$ cat src/rtl/forward_hazard_unit.sv
// EX-stage operand forwarding and pipeline hazard control.
// Forwards results from MEM, WB, or a WB result captured during a memory
// freeze. It also generates load-use stalls/bubbles and variable-latency
// memory freezes, and keeps stall and timeout bookkeeping.
module forward_hazard_unit #(
    parameter int XLEN     = 32,
    parameter int NUM_SRC  = 2,
    parameter int CNT_W    = 16,
    parameter int MAX_WAIT = 64
) (
    input  logic                    i_clk,
    input  logic                    i_rst,
    input  logic [NUM_SRC*5-1:0]    i_id_rs,
    input  logic [NUM_SRC-1:0]      i_id_rs_used,
    input  logic [NUM_SRC*5-1:0]    i_ex_rs,
    input  logic [NUM_SRC*XLEN-1:0] i_ex_rf_data,
    input  logic [4:0]              i_ex_rd,
    input  logic                    i_ex_regwrite,
    input  logic                    i_ex_memread,
    input  logic [4:0]              i_mem_rd,
    input  logic                    i_mem_regwrite,
    input  logic                    i_mem_memread,
    input  logic [XLEN-1:0]         i_mem_alu_result,
    input  logic                    i_mem_ready,
    input  logic [4:0]              i_wb_rd,
    input  logic                    i_wb_regwrite,
    input  logic [XLEN-1:0]         i_wb_value,
    output logic [NUM_SRC*XLEN-1:0] o_ex_op,
    output logic [NUM_SRC*2-1:0]    o_fwd_sel,
    output logic                    o_stall_front,
    output logic                    o_bubble_ex,
    output logic                    o_freeze,
    output logic [CNT_W-1:0]        o_stall_cnt,
    output logic                    o_mem_timeout
);

    localparam int WAIT_W = $clog2(MAX_WAIT + 1);

    typedef enum logic [1:0] {
        SEL_RF   = 2'd0,
        SEL_MEM  = 2'd1,
        SEL_WB   = 2'd2,
        SEL_HOLD = 2'd3
    } fwd_sel_e;

    typedef enum logic {
        ST_RUN  = 1'b0,
        ST_WAIT = 1'b1
    } state_e;

    state_e            state_q, state_d;
    logic [WAIT_W-1:0] wait_cnt_q, wait_cnt_d;
    logic              timeout_q, timeout_d;
    logic [CNT_W-1:0]  stall_cnt_q, stall_cnt_d;
    logic              hold_valid_q, hold_valid_d;
    logic [4:0]        hold_rd_q, hold_rd_d;
    logic [XLEN-1:0]   hold_data_q, hold_data_d;

    logic freeze;
    logic load_use;
    logic mem_fwd_ok;
    logic wb_fwd_ok;

    // A load sitting in MEM holds an address, not data, so it never forwards.
    assign mem_fwd_ok = i_mem_regwrite && !i_mem_memread && (i_mem_rd != 5'd0);
    assign wb_fwd_ok  = i_wb_regwrite && (i_wb_rd != 5'd0);
    assign freeze     = i_mem_memread && !i_mem_ready;

    // Per-operand source select, priority MEM > WB > HOLD > RF.
    always_comb begin
        // NOTE: every output gets a default first so no path can infer a latch.
        o_fwd_sel = '0;
        o_ex_op   = i_ex_rf_data;
        for (int k = 0; k < NUM_SRC; k++) begin
            if (mem_fwd_ok && (i_mem_rd == i_ex_rs[k*5 +: 5])) begin
                o_fwd_sel[k*2 +: 2]  = SEL_MEM;
                o_ex_op[k*XLEN +: XLEN] = i_mem_alu_result;
            end else if (wb_fwd_ok && (i_wb_rd == i_ex_rs[k*5 +: 5])) begin
                o_fwd_sel[k*2 +: 2]  = SEL_WB;
                o_ex_op[k*XLEN +: XLEN] = i_wb_value;
            end else if (hold_valid_q && (hold_rd_q == i_ex_rs[k*5 +: 5])) begin
                o_fwd_sel[k*2 +: 2]  = SEL_HOLD;
                o_ex_op[k*XLEN +: XLEN] = hold_data_q;
            end
        end
    end

    // Load in EX whose destination a used ID source needs next cycle.
    always_comb begin
        load_use = 1'b0;
        if (i_ex_memread && i_ex_regwrite && (i_ex_rd != 5'd0)) begin
            for (int k = 0; k < NUM_SRC; k++) begin
                if (i_id_rs_used[k] && (i_id_rs[k*5 +: 5] == i_ex_rd)) begin
                    load_use = 1'b1;
                end
            end
        end
    end

    // A memory freeze outranks the load-use bubble: ID/EX must hold, not flush.
    assign o_freeze      = freeze;
    assign o_stall_front = freeze || load_use;
    assign o_bubble_ex   = load_use && !freeze;

    // RUN/WAIT next state and memory wait counter.
    always_comb begin
        state_d    = state_q;
        wait_cnt_d = wait_cnt_q;
        unique case (state_q)
            ST_RUN: begin
                wait_cnt_d = '0;
                if (freeze) begin
                    state_d = ST_WAIT;
                end
            end
            ST_WAIT: begin
                // Leaving on !freeze covers the ready cycle and a cancelled load.
                if (!freeze) begin
                    state_d    = ST_RUN;
                    wait_cnt_d = '0;
                end else if (wait_cnt_q != WAIT_W'(MAX_WAIT)) begin
                    wait_cnt_d = wait_cnt_q + WAIT_W'(1);
                end
            end
            default: begin
                state_d    = ST_RUN;
                wait_cnt_d = '0;
            end
        endcase
    end

    // Sticky timeout rises on the edge where the wait count reaches its limit.
    assign timeout_d = timeout_q || (wait_cnt_d == WAIT_W'(MAX_WAIT));

    // Saturating count of cycles with the front end stalled.
    always_comb begin
        stall_cnt_d = stall_cnt_q;
        if (o_stall_front && (stall_cnt_q != {CNT_W{1'b1}})) begin
            stall_cnt_d = stall_cnt_q + CNT_W'(1);
        end
    end

    // Capture the WB result leaving the pipeline on the first freeze edge.
    always_comb begin
        hold_valid_d = hold_valid_q;
        hold_rd_d    = hold_rd_q;
        hold_data_d  = hold_data_q;
        if (!freeze) begin
            hold_valid_d = 1'b0;
        end else if (!hold_valid_q && wb_fwd_ok) begin
            hold_valid_d = 1'b1;
            hold_rd_d    = i_wb_rd;
            hold_data_d  = i_wb_value;
        end
    end

    // Control state with synchronous reset.
    always_ff @(posedge i_clk) begin
        // NOTE: non-blocking (<=) for every register so all updates see pre-edge values.
        if (i_rst) begin
            state_q      <= ST_RUN;
            wait_cnt_q   <= '0;
            timeout_q    <= 1'b0;
            stall_cnt_q  <= '0;
            hold_valid_q <= 1'b0;
        end else begin
            state_q      <= state_d;
            wait_cnt_q   <= wait_cnt_d;
            timeout_q    <= timeout_d;
            stall_cnt_q  <= stall_cnt_d;
            hold_valid_q <= hold_valid_d;
        end
    end

    // Hold payload register.
    always_ff @(posedge i_clk) begin
        // NOTE: payload has no reset; it is only ever read qualified by hold_valid_q.
        hold_rd_q   <= hold_rd_d;
        hold_data_q <= hold_data_d;
    end

    assign o_stall_cnt   = stall_cnt_q;
    assign o_mem_timeout = timeout_q;

endmodule

$ cat config.mk
export PLATFORM = sky130hd
export DESIGN_NAME = forward_hazard_unit
export DESIGN_NICKNAME = d
export VERILOG_FILES = /design/src/rtl/forward_hazard_unit.sv
export SDC_FILE = /design/constraint.sdc
export NUM_CORES = 1
export LEC_CHECK = 0
export CAP_MARGIN = 40
export CORE_MARGIN = 2
export CORE_UTILIZATION = 35
export CTS_CLUSTER_SIZE = 12
export DETAILED_ROUTE_END_ITERATION = 8
export GPL_ROUTABILITY_DRIVEN = 0
export MAX_ROUTING_LAYER = met4
export PLACE_DENSITY_LB_ADDON = 0.12
export SLEW_MARGIN = 0
export SYNTH_ARGS = -nofsm -noshare
export SYNTH_HDL_FRONTEND = slang
export SYNTH_SLANG_ARGS = --single-unit
$ cat constraint.sdc
create_clock -name i_clk -period 5.2 [get_ports i_clk]
set_clock_uncertainty 0.1 [all_clocks]
set_input_delay 0.78 -clock i_clk [delete_from_list [all_inputs] [get_ports i_clk]]
set_output_delay 0.78 -clock i_clk [all_outputs]
set_load 0.02 [all_outputs]
* Word-level counts from Yosys, hierarchy flattened
Index checks and enable logic that the tools add are counted.
** Storage, ports and cells
- Register bits :: 63
- Word-level logic and storage cells :: 69
- Memories kept :: 0
- ROM bits :: 0
- Output and inout port bits :: 88
- Bits of input ports :: 173
- RAM bits :: 0
- Bits in latches :: 0
** Operators by class
- Bitwise logic cells :: 2
- Divide/modulo/power cells :: 0
- Muxes and demuxes :: 19
- Multipliers :: 0
- Shift-type cells :: 0
- Add/sub/neg operators :: 2
- Magnitude comparators :: 0
- Reductions and logical operators :: 28
- Eq/ne operators :: 11
** Operators by type and width (count)
- two-way mux 32 bit :: 6
- == test 5 bit :: 8
- logical AND 1 bit :: 17
- adder 16 x 1 -> 16 bit, second input constant :: 1
- inequality test 16 bit, second input constant :: 1
- nonzero test 5 bit :: 3
- two-way mux 7 bit :: 2
- one-hot mux 7 bit (2 select lines) :: 1
- two-way mux 2 bit :: 6
- adder 7 x 1 -> 7 bit, second input constant :: 1
- == test 7 bit, second input constant :: 1
- inequality test 7 bit, second input constant :: 1
- zero test 1 bit :: 4
- two-way mux 1 bit :: 4
- logical OR 1 bit :: 2
- NOT 1 bit :: 2
- AND reduction 2 bit :: 1
- OR reduction 2 bit :: 1

* Longest topological paths before layout
- Depth after elaboration :: 7
- Gate-level depth with buffers :: 9
- Mapped depth without buffers :: 7

* Worst setup path after synthesis
OpenSTA, ideal clock, no wires.
- Kind :: input to register
- From :: input i_wb_rd[2]
- To :: register hold_data_q[0] (enable)
- Arrival :: 3521 ps
- Library setup time :: 477 ps
- Path slack :: 1101 ps
- Buffers on the path :: 0
- Cell stages on the path :: 3
- Required time :: 4623 ps
- Path through :: or4_1 -> o21ai_2 -> nor3_1
** On the way
- Word-level cells in the longest chain between the ends :: 4
** Ends and longest elaborated chain
- start, declared :: RTL line 25 : input logic [4:0] i_wb_rd,
- nonzero test 5 bit :: RTL line 66 : assign wb_fwd_ok = i_wb_regwrite && (i_wb_rd != 5'd0);
- logical AND 1 bit :: RTL line 66
- logical AND 1 bit :: RTL line 150 : end else if (!hold_valid_q && wb_fwd_ok) begin
- AND reduction 2 bit (no source line)
- end signal, assigned :: RTL line 179 : hold_data_q <= hold_data_d;
- end, declared :: RTL line 57 : logic [XLEN-1:0] hold_data_q, hold_data_d;
Every way passes these cells.
A chain may end at the register's enable or synchronous reset.

* Worst setup path after layout
- From :: input i_wb_rd[1]
- To :: output o_ex_op[30]
** On the way
- Word-level cells in the longest chain between the ends :: 5
- Elaborated cells between the ends (all ways) :: 6
- Classes of those cells :: eq/ne: 1; mux: 2; reduce/logical: 3
** Ends and longest elaborated chain
- nonzero test 5 bit :: RTL line 66
- logical AND 1 bit :: RTL line 66
- logical AND 1 bit (*) :: RTL line 78 : end else if (wb_fwd_ok && (i_wb_rd == i_ex_rs[k*5 +: 5])) begin
- two-way mux 32 bit (*) :: RTL line 78
- two-way mux 32 bit (*) :: RTL line 75 : if (mem_fwd_ok && (i_mem_rd == i_ex_rs[k*5 +: 5])) begin
- end, declared :: RTL line 28 : output logic [NUM_SRC*XLEN-1:0] o_ex_op,
Mark *: on every way between the ends. The rest lies on a longest branch, timed or not.

==> impl_metrics.env <==
export IMPL_synthXorXnorAreaFrac_pct=8.30
export IMPL_clock_latency_ns=0.32
export IMPL_leakagePower_nw=2.79
export IMPL_fmax_mhz=218
export IMPL_layout_commonest_cell="clkdlybuf4s50_1"
export IMPL_fp_row_count=43
export IMPL_endpoint_kind="output port"
export IMPL_min_path_type="register to register"
export IMPL_fill_cells=1246
export IMPL_initial_core_util_pct=35.7
export IMPL_synth_cell_area_um2=4960
export IMPL_cp_required_ns=4.32
export IMPL_netlist_area_leader_share_pct=22.4
export IMPL_crit_type="input port to output port"
export IMPL_antenna_found_initial=0
export IMPL_synth_area_leader_cell="edfxtp_1"
export IMPL_final_util_pct=57.4
export IMPL_cp_arrival_ns=3.71
export IMPL_synth_enable_flop_cells=37
export IMPL_drive_above_1_share_pct=3.83
export IMPL_postRouteAntennaNets=0
export IMPL_routed_via_count=5576
export IMPL_worstHoldStart="o_mem_timeout"
export IMPL_power_density_nw_per_um2=193
export IMPL_grt_first_pass_wirelength_um=28700
export IMPL_slew_headroom_pct=50.4
export IMPL_grt_use_total_pct=25.2
export IMPL_final_nets=1006
export IMPL_drc_errors=0
export IMPL_synthToLayoutAreaGrowth_pct=60.7
export IMPL_die_area_um2=15100
export IMPL_die_width_um=123
export IMPL_post_cts_buffers=0
export IMPL_cp_slowest_cell="clkdlybuf4s50_1"
export IMPL_crit_chain="clkdlybuf4s50_1 -> or4_1 -> o21ai_2 -> or4_2 -> buf_12 -> nor2_1 -> a211oi_1 -> a21o_1 -> clkdlybuf4s50_1"
export IMPL_max_cap_viol_count=0
export IMPL_syn_num_nets=769
export IMPL_yosys_register_bits=63
export IMPL_path_common_cell="clkdlybuf4s50_1"
export IMPL_startpoint="i_wb_rd[1]"
export IMPL_ys_flop_type="edfxtp_1"
export IMPL_synth_distinct_cells=44
export IMPL_clock_path_buffers=2
export IMPL_finalPower_mw=1.53
export IMPL_clock_sinks=63
export IMPL_synthAdderAreaFrac_pct=0.757
export IMPL_grt_max_degree=67
export IMPL_boundaryPins=261
export IMPL_synth_top_family_by_area="compound AO/OA/AOI/OAI gates"
export IMPL_worst_slew_pin_slew_ns=0.743
export IMPL_cts_resized=0
export IMPL_final_cell_mix="260 x clkdlybuf4s50_1, 65 x a211oi_1, 46 x nor2_1"
export IMPL_cts_max_level=3
export IMPL_synth_simple_area_share_pct=18.9
export IMPL_vdd_drop_max_v=0.000120
export IMPL_dp_hpwl_um=13700
export IMPL_cts_buffers=9
export IMPL_crit_fanout=66
export IMPL_slew_viol_final=0
export IMPL_drt_vias_per_instance=5.49
export IMPL_grt_pass1_vias=5439
export IMPL_cts_tree="done"
export IMPL_die_h_um=123
export IMPL_reg2reg_from="o_stall_cnt[0]"
export IMPL_first_pass_iters=5
export IMPL_avgSynthCellArea_um2=8.36
export IMPL_setup_tns_ns=0
export IMPL_overflow=0
export IMPL_start_kind="input port"
export IMPL_cts_hold_buffers=0
export IMPL_yosysWarnings=0
export IMPL_drt_total_wl_um=19300
export IMPL_insertedDiodeCount=0
export IMPL_slowest_delay_ns=0.62
export IMPL_yosysSeqAreaShare_pct=32.9
export IMPL_post_drt_wl_per_cell_um=19.0
export IMPL_root_buffer="clkbuf_16"
export IMPL_post_route_period_util_pct=88.3
export IMPL_setup_violations=0
export IMPL_synthMuxAreaShare_pct=6.66
export IMPL_clkTransAtPathRegs_ns=0.05
export IMPL_core_um2=13900
export IMPL_synth_compound_area_share_pct=26.7
export IMPL_fin_crit_ns=4.59
export IMPL_status="finished clean"
export IMPL_ys_async_sr_fraction_pct=0
export IMPL_drt_iter0_markers=382
export IMPL_grt_setup_unrepaired="false"
export IMPL_port_buffers=260
export IMPL_yosys_top_cells_area="edfxtp_1 22%, dfxtp_1 10%, a211oi_1 9.8%, mux2i_1 6.7%, xnor2_1 5.3%"
export IMPL_hold_violations=0
export IMPL_syn_inst=593
==> stage by stage <==
| step | setup WS (ns) | cell area (um^2) | cells | hold slack (ns) |
|---|---|---|---|---|
| after floorplan | 1.10 | 4960 | 593 | 0.379 |
| after global routing | 0.509 | 7970 | 1015 | 0.424 |
| after global placement | 0.720 | 7680 | 998 | 0.366 |
| after CTS | 0.649 | 7970 | 1015 | 0.398 |
| final | 0.607 | 7970 | 1015 | 0.397 |
| after detailed placement | 0.663 | 7690 | 999 | 0.377 |
==> routing by layer <==
layer | global-route usage [%] | part of all wire, %
met3 | 6.27 | 8.1
met1 | 30.2 | 42
met5 | - | 0
met4 | 6.53 | 1.6
met2 | 42.4 | 49
==> sequential cells by signal, indices dropped and copies added (netlist names) <==
name	flops
o_mem_timeout	1
hold_valid_q	1
state_q	1
hold_data_q	32
hold_rd_q	5
wait_cnt_q	7
o_stall_cnt	16
==> worst max-delay path: cells and delay by family <==
kind | cells | cell delay [ns]
AND/OR/NAND/NOR | 3 | 0.85
AO/OA/AOI/OAI | 3 | 0.64
buffers and inverters | 3 | 1.36
==> logic make-up (layout without fill, tap and decap cells) <==
family / Yosys count / after routing
multiplexers: 33 / 33
AND/OR/NAND/NOR: 186 / 186
adder cells (fa/ha/maj): 3 / 3
XOR/XNOR: 47 / 47
AO/OA/AOI/OAI: 205 / 205
buffers and inverters: 56 / 298
flip-flops: 63 / 63
==> area by class of cell <==
| cell class | instances | area (um^2) | share of cell area, % |
|---|---|---|---|
| sequential | 63 | 1630 | 20.5 |
| tap | 180 | 225 | 2.83 |
| clock buffer | 12 | 258 | 3.24 |
| multi-input combinational | 474 | 3060 | 38.4 |
| inverter | 11 | 41.3 | 0.518 |
| timing repair buffer | 271 | 2740 | 34.3 |
| clock inverter | 4 | 20.0 | 0.251 |
==> final timing paths <==
| path | to | slack (ns) | cells after the start |
|---|---|---|---|
| min | o_mem_timeout | 0.40 | 1 |
| max | o_ex_op[30] | 0.61 | 9 |
| max reg2reg | o_stall_cnt[1] | 2.94 | 8 |
| min reg2reg | o_mem_timeout | 0.40 | 1 |
==> cell usage after synthesis, drive strengths merged, types with 2 or more instances <==
cell type	n
mux2i	33
o31ai	8
or3	8
or4	12
nand3	14
inv	11
and4	2
xor2	17
a211oi	65
clkbuf	20
nor2	46
o21ai	72
nor3	6
a21o	33
and3	4
dfxtp	26
buf	25
nand2	45
nand4	10
a21oi	18
edfxtp	37
xnor2	30
ha	3
nor2b	33
==> power by group <==
part / total [mW] / switching [mW] / internal (mW)
Clock: 0.565 / 0.217 / 0.348
Combinational: 0.422 / 0.179 / 0.243
Sequential: 0.547 / 0.00699 / 0.540
Total: 1.53 / 0.403 / 1.13
Note: power is estimated with default switching activity, not from simulation.
==> variant: new RTL, same flow settings <==
Change the parameter `NUM_SRC` from 2 to 1.
--- a/src/rtl/forward_hazard_unit.sv
+++ b/src/rtl/forward_hazard_unit.sv
@@ -4,7 +4,7 @@
 // memory freezes, and keeps stall and timeout bookkeeping.
 module forward_hazard_unit #(
     parameter int XLEN     = 32,
-    parameter int NUM_SRC  = 2,
+    parameter int NUM_SRC  = 1,
     parameter int CNT_W    = 16,
     parameter int MAX_WAIT = 64
 ) (
Ports: changed (6 resized); port bits go from 261 to 184. No check against the original RTL was run, so the function may have changed too.
==> variant against the unedited design <==
Worst hold slack got worse by 22 ps; final cell count decreased by 25%; setup slack improved by 150 ps; global-route usage decreased by 3.8 points; sequential cell count unchanged; wire length decreased by 36%; sequential power decreased by 0.7%; area after synthesis decreased by 23%; synthesized cell count decreased by 23%; design area decreased by 25%; critical path depth decreased by 2; total power decreased by 20%.
==> variant: results <==
[synth]
yosysSeqAreaShare_pct = 42.70
synth_xor_area_share_pct = 5.501
ys_top_cells_by_count = o21ai_0 (72), nand3_1 (47), nand2_1 (43)
synth_nets = 587
synthMuxAreaShare_pct = 0.2620
yosys-top-cells-area = edfxtp_1 (29%), dfxtp_1 (14%), o21ai_0 (9.4%), nand3_1 (6.2%), and3_1 (6.1%)
synth_fa_ha_area_share_pct = 0.9823
async_flop_share_pct = 0
ys_types = 44
synth_compound_area_share_pct = 20.27

[grt]
grt_antenna_before_repair = 0
grt_pass1_wl_um = 19070
grt_usage_pct = 21.42
grt_pass1_vias = 3735

[run_status]
outcome = finished, final reports clean

[layout]
antenna_cells = 0
drive_gt1_share_pct = 4.167
n_fill_cell = 985
final_nets = 752

[cts]
cts_buffers = 9
cts_root_buf = clkbuf_8
clkLatencyLatePin_ps = 340

[worst_setup_path]
r2r_slack_ps = 2920
reg2reg_to = o_stall_cnt[10]
cp-startpoint = i_wb_rd[1]
reg2reg_from = o_stall_cnt[0]
crit_arrival_ps = 3570
reg2reg_depth = 5
endpoint = o_ex_op[2]

[detailed_routing]
firstDrtPassIters = 4
wl_um = 12340
via_per_inst = 5.274
first_iter_violations = 208

[placement]
placed_cell_area_um2 = 5754
place_ws_ps = 704.3
dpl.hpwl_um = 8929
io_buffer_count = 183

[timing]
worstMarginPinSlew_ps = 894.9
slew_violations = 0
clock.fmax_ghz = 0.2249

[pwr]
ir_drop_mv = 0.1271
power_leakage_uw = 0.001976
p_sw_share_pct = 24.49
==> variant: cells by family (layout without fill, tap and decap cells) <==
kind of cell | after synthesis | count (layout)
compound gates | 140 | 140
mux | 1 | 1
flops | 63 | 63
fa+ha+maj | 3 | 3
simple gates | 180 | 180
buf+inv | 43 | 213
xor+xnor | 24 | 24
==> variant: how the worst min path moves through the flow <==
| stage | startpoint | to | slack (ps) | depth (start not counted) |
|---|---|---|---|---|
| final | o_mem_timeout | o_mem_timeout | 370 | 1 |
| after floorplan | hold_valid_q | hold_valid_q | 360 | 2 |
| after CTS | o_mem_timeout | o_mem_timeout | 380 | 1 |
| after global placement | o_mem_timeout | o_mem_timeout | 360 | 1 |
| after detailed placement | o_mem_timeout | o_mem_timeout | 360 | 1 |
| after global routing | o_mem_timeout | o_mem_timeout | 410 | 1 |
==> variant: critical path, cell delays in order <==
cell	delay (ps)
clkdlybuf4s50_1	450
or4_1	530
o21ai_1	250
or4_4	530
o21ai_0	200
o21ai_1	180
clkdlybuf4s50_1	620
==> variant: area by class of cell <==
class	instances	area, um2	share of cell area, %
clock buffers	12	145.1	2.441
clock inverters	4	47.55	0.7995
inverters	7	26.28	0.4418
multi-input cells	348	2012	33.83
flip-flops and latches	63	1632	27.44
well taps	140	175.2	2.946
repair buffers	190	1909	32.11
==> variant: metrics by stage <==
stage / total power (uW) / instances / hold WS, ps
2_1_floorplan: 647.1 / 454 / 357.8
3_3_place_gp: 805.9 / 748 / 360.7
3_5_place_dp: 808.0 / 748 / 357.8
4_1_cts: 1234 / 764 / 377.5
5_1_grt: 1277 / 764 / 409.9
6_report: 1221 / 764 / 374.8
==> variant: power by group through the flow <==
stage                     logic, uW  clock network (uW)  registers [uW]
final                           253                 425             543
after global routing            273                 461             543
after CTS                       256                 436             543
after detailed placement        254                   0             554
after global placement          253                   0             553
after floorplan                92.4                   0             555
==> variant: routing by layer <==
| layer | up-vias | track usage (%) | share of wire, % |
|---|---|---|---|
| li1 | 2018 | - | - |
| met1 | 1861 | 27.01 | 44 |
| met2 | 138 | 33.57 | 47 |
| met3 | 12 | 5.304 | 6.8 |
| met4 | 0 | 7.326 | 1.5 |
| met5 | - | - | 0 |
